$ cat config.mk
export PLATFORM = sky130hd
export DESIGN_NAME = window_extremum
export DESIGN_NICKNAME = d
export VERILOG_FILES = /design/src/rtl/window_extremum.sv
export SDC_FILE = /design/constraint.sdc
export NUM_CORES = 1
export LEC_CHECK = 0
export BUFFER_PORTS_ARGS = -buffer_cell sky130_fd_sc_hd__clkbuf_2
export CORE_ASPECT_RATIO = 2
export CORE_MARGIN = 5
export CORE_UTILIZATION = 40
export DETAILED_ROUTE_END_ITERATION = 10
export GPL_TIMING_DRIVEN = 0
export RECOVER_POWER = 50
export SLEW_MARGIN = 20
export SYNTH_ARGS = -nofsm -noshare
export SYNTH_HDL_FRONTEND = slang
export SYNTH_SLANG_ARGS = --single-unit
$ cat constraint.sdc
create_clock -name clk -period 3.8 [get_ports clk]
set_clock_uncertainty 0.1 [all_clocks]
set_input_delay 0.57 -clock clk [delete_from_list [all_inputs] [get_ports clk]]
set_output_delay 0.57 -clock clk [all_outputs]
set_load 0.1 [all_outputs]
$ cat src/rtl/window_extremum.sv
// rtl/window_extremum.sv - programmable-window running max/min tracker
//
// Purpose:
//   Scans a window of len qualified samples and reports the running maximum
//   (mode=0) or minimum (mode=1) together with the 0-based window index at
//   which it occurred. A start pulse rearms the block at any time.
//
// Ports:
//   clk   in   1       system clock, rising edge
//   rst   in   1       asynchronous active-low reset
//   start in   1       one-cycle pulse; latches len/mode, arms a new window
//   len   in   CNT_W   window length in samples (sampled on start)
//   mode  in   1       0 = track maximum, 1 = track minimum (sampled on start)
//   en    in   1       sample qualifier; x consumed when en=1 and busy=1
//   x     in   DATA_W  sample data
//   busy  out  1       window armed and accepting samples
//   done  out  1       one-cycle pulse when the window completes
//   y     out  DATA_W  current/final extremum
//   idx   out  CNT_W   window index of the sample held in y
//   cnt   out  CNT_W   samples accepted in the current window

module window_extremum #(
  parameter int DATA_W = 32,
  parameter int CNT_W  = 16,
  parameter int SIGNED = 0
) (
  input  logic              clk,
  input  logic              rst,
  input  logic              start,
  input  logic [CNT_W-1:0]  len,
  input  logic              mode,
  input  logic              en,
  input  logic [DATA_W-1:0] x,
  output logic              busy,
  output logic              done,
  output logic [DATA_W-1:0] y,
  output logic [CNT_W-1:0]  idx,
  output logic [CNT_W-1:0]  cnt
);

  typedef enum logic {
    IDLE = 1'b0,
    RUN  = 1'b1
  } state_t;

  state_t              r_state;
  state_t              w_state_nxt;
  logic [CNT_W-1:0]    r_len;
  logic                r_mode;
  logic [DATA_W-1:0]   r_y;
  logic [CNT_W-1:0]    r_idx;
  logic [CNT_W-1:0]    r_cnt;
  logic                r_done;

  logic                w_arm;
  logic                w_accept;
  logic                w_done_nxt;
  logic                w_gt;
  logic                w_lt;
  logic                w_repl;
  logic [CNT_W-1:0]    w_cnt_inc;

  always_ff @(posedge clk or negedge rst) begin
    if (!rst) begin
      r_state <= IDLE;
    end else begin
      r_state <= w_state_nxt;
    end
  end

  // start always wins over en, both in IDLE and when aborting a running window.
  // Completion is detected as cnt+1==len; cnt never exceeds len, so the
  // increment cannot wrap even for the largest window.
  always_comb begin
    w_state_nxt = r_state;
    w_arm       = 1'b0;
    w_accept    = 1'b0;
    w_done_nxt  = 1'b0;
    w_cnt_inc   = r_cnt + CNT_W'(1);
    if (start) begin
      w_arm = 1'b1;
      if (len != '0) begin
        w_state_nxt = RUN;
      end else begin
        w_state_nxt = IDLE;
        w_done_nxt  = 1'b1;
      end
    end else if (r_state == RUN && en) begin
      w_accept = 1'b1;
      if (w_cnt_inc == r_len) begin
        w_state_nxt = IDLE;
        w_done_nxt  = 1'b1;
      end
    end
  end

  // Strict compares keep the earliest occurrence on ties.
  always_comb begin
    w_gt = 1'b0;
    w_lt = 1'b0;
    if (SIGNED != 0) begin
      w_gt = $signed(x) > $signed(r_y);
      w_lt = $signed(x) < $signed(r_y);
    end else begin
      w_gt = x > r_y;
      w_lt = x < r_y;
    end
    w_repl = (r_cnt == '0) || (r_mode ? w_lt : w_gt);
  end

  always_ff @(posedge clk or negedge rst) begin
    if (!rst) begin
      r_len  <= '0;
      r_mode <= 1'b0;
      r_y    <= '0;
      r_idx  <= '0;
      r_cnt  <= '0;
      r_done <= 1'b0;
    end else begin
      r_done <= w_done_nxt;
      if (w_arm) begin
        r_len  <= len;
        r_mode <= mode;
        r_cnt  <= '0;
      end else if (w_accept) begin
        r_cnt <= w_cnt_inc;
        if (w_repl) begin
          r_y   <= x;
          r_idx <= r_cnt;
        end
      end
    end
  end

  assign busy = (r_state == RUN);
  assign done = r_done;
  assign y    = r_y;
  assign idx  = r_idx;
  assign cnt  = r_cnt;

endmodule

==> impl_results.md <==
* Max IR drop VDD at 673 uV
* LEAKAGE at 2.75 nW
* Crit Path Category: reg2reg
* Final hold slack at 369 ps
* Maximum buffer depth of the clock tree at 2
* Met1 Use GR at 0.169
* Tcrit/Tclk final at 0.835
* Power Density at 813 nW/um^2
* Count of cell types in the netlist at 35
* Met3 Use GR at 0.0320
* Tot GR Track Use at 0.174
* Root buffer selected by CTS: clkbuf_16
* HPWL after detailed placement at 9120 um
* Sequential share of the synthesized area at 0.449
* Ys async rst share at 1.00
* CP required at 3920 ps
* TNS Setup at 0 ps
* ANT nets after route at 0
* Remaining global-route overflow at 0
* Status: complete, but fails checks
* Failing checks: max-capacitance violations, max-slew violations
* Hold-fix buffers at CTS at 0
* RePlAce Congestion at 0.856
* First-pass GRT wire length at 18800 um
* Cells after Synth at 428
* WP data arrival at 3290 ps
* TritonCTS clock tree: yes
* Starting Density at 0.407
* 1st-pass router iterations at 4
* Die Span Y at 162 um
* Area growth, synth to finish at 23.2%
* Max-slew violations at 84
* Mapped Avg Cell Area at 10.8 sq um
* DR WL/cell at 16.2 um
* Worst relative slew slack at -0.409
* Vias in the first global route at 4026
* Commonest non-fill, non-tap cell in the layout: clkbuf_2
* Clock Latency Late Sink at 340 ps
* DIE WIDTH at 86.1 um
* Core area at 11400 sq um
* Final Util at 0.502
* HP Class: in2reg
* Inserted Clock Buffers at 9
* EDFF count, synth at 0
* Synth warn at 0
* Vias at 3600
* Post-Syn Area at 4630 sq um
* Largest net degree at the start of global routing at 84
* # IOs at 119
* Post-synthesis net count at 515
* Ratio of cells with drive above 1 in the final layout at 0.316
* WL final at 11400 um
* Die area at 13900 sq um
* Total power draw at 4.63 mW
* Grt met2 use at 0.333
* # clock sinks at 83
* Worst setup SP type: flop
* Final hold vios at 0
* DRC violations left at 0
* FILL cells at 1103
* Post-CTS setup buffers at 0
* Post-cts sizing count at 0
* GRT Max-Usage Layer: met2
* ANT cells at 0
* RSZ-0062 raised after global routing: false
* Nets at 643
* Crit end category: flop
* CP Max Fanout at 10
* Synthesized flop and latch total at 83
* Initial antenna violation count at 0
* DR vias/cell at 5.12
* Max-capacitance violation count at 1
* Worst slew pin tran at 2110 ps
* Fmax at 0.315 GHz
* Main synth FF type: dfrtp_1
* H-tree depth at 3
* PortBufs at 117
* Drt initial violations at 81
* Clock transition at path regs at 60 ps
* Final Critical Period at 3170 ps
* # rows at 55
* Most frequent cells in the layout: clkbuf_2 (92), dfrtp_1 (83), mux2_2 (60)
* Final setup fails at 0
## power breakdown
part	total (mW)	internal [mW]	switching, mW
Sequential	1.24	1.09	0.152
Combinational	2.39	0.524	1.87
Clock	1.00	0.643	0.360
## flip-flops by register name, indices dropped and copies added (netlist names)
name	count
idx	16
cnt	16
r_mode	1
y	32
r_len	16
busy	1
done	1
## per-stage QoR
step,instance area [sq um],cells,setup WS [ps]
floorplan,4630,428,416
finish,5700,703,627
global route,5700,703,388
detailed placement,5400,687,299
global placement,5390,687,360
CTS,5740,703,530
## final cells by class
class / instances / area (sq um) / area share
Buffer: 16 / 92.6 / 0.0162
Clock buffer: 10 / 229 / 0.0402
Clock inverter: 6 / 114 / 0.0200
Inverter: 42 / 158 / 0.0276
Multi-Input combinational cell: 287 / 2300 / 0.403
Sequential cell: 83 / 2080 / 0.364
Tap cell: 142 / 178 / 0.0312
Timing Repair Buffer: 117 / 554 / 0.0972
## synth_stat cells, types with 2 or more instances
library cell / count / area share
dfrtp_1: 83 / 0.45
mux2_2: 60 / 0.15
inv_1: 42 / 0.034
ha_1: 34 / 0.092
xnor2_1: 26 / 0.049
nand2_1: 24 / 0.019
nor2_1: 22 / 0.018
a21oi_1: 21 / 0.023
nand3_1: 14 / 0.015
nand4_1: 13 / 0.018
xor2_1: 12 / 0.023
o21ai_0: 11 / 0.012
nor3_1: 10 / 0.011
nor4_1: 9 / 0.012
clkbuf_1: 8 / 0.0065
mux2i_1: 5 / 0.011
buf_6: 4 / 0.0097
o211ai_1: 4 / 0.0065
or3_1: 4 / 0.0054
and4_1: 3 / 0.0057
buf_1: 2 / 0.0016
buf_2: 2 / 0.0022
mux2_1: 2 / 0.0049
nor2b_1: 2 / 0.0027
## worst max-delay path: stages, from the launching register on
cell and delay, ps:
dfrtp_1 370, inv_1 50, ha_1 300, a21oi_1 140, o21ai_0 90, a221oi_1 410, o211ai_1 190, a21o_1 240
a211oi_4 560, buf_6 250, mux2_2 350
## final timing paths
check	from	endpoint	slack [ps]	depth (start not counted)
worst max-delay path	y[5]	idx[9]	630	10
worst min-delay path	mode	r_mode	370	2
worst max register to register	y[5]	idx[9]	630	10
worst min register to register	idx[5]	idx[5]	410	1
max in group asynchronous	rst	r_len[7]	1610	1
min in group asynchronous	rst	r_len[3]	700	1
## logic make-up (layout without fill, tap and decap cells)
family	count (synthesis)	in the layout	share of synthesized area
AOI/OAI and AO/OA	42	42	0.0562
xor gates and xnor gates	38	38	0.0719
adders and majority gates	34	34	0.0919
buffers and inverters	58	191	0.0541
DFF	83	83	0.449
muxes	67	67	0.162
and+or+nand+nor	106	106	0.115
## metal layers
metal / part of all wire / vias up
met2: 0.56 / 96
met3: 0.045 / 30
met4: 0.041 / 0
li1: - / 1746
met5: 0 / -
met1: 0.35 / 1728
(Power assumes the default switching activity.)
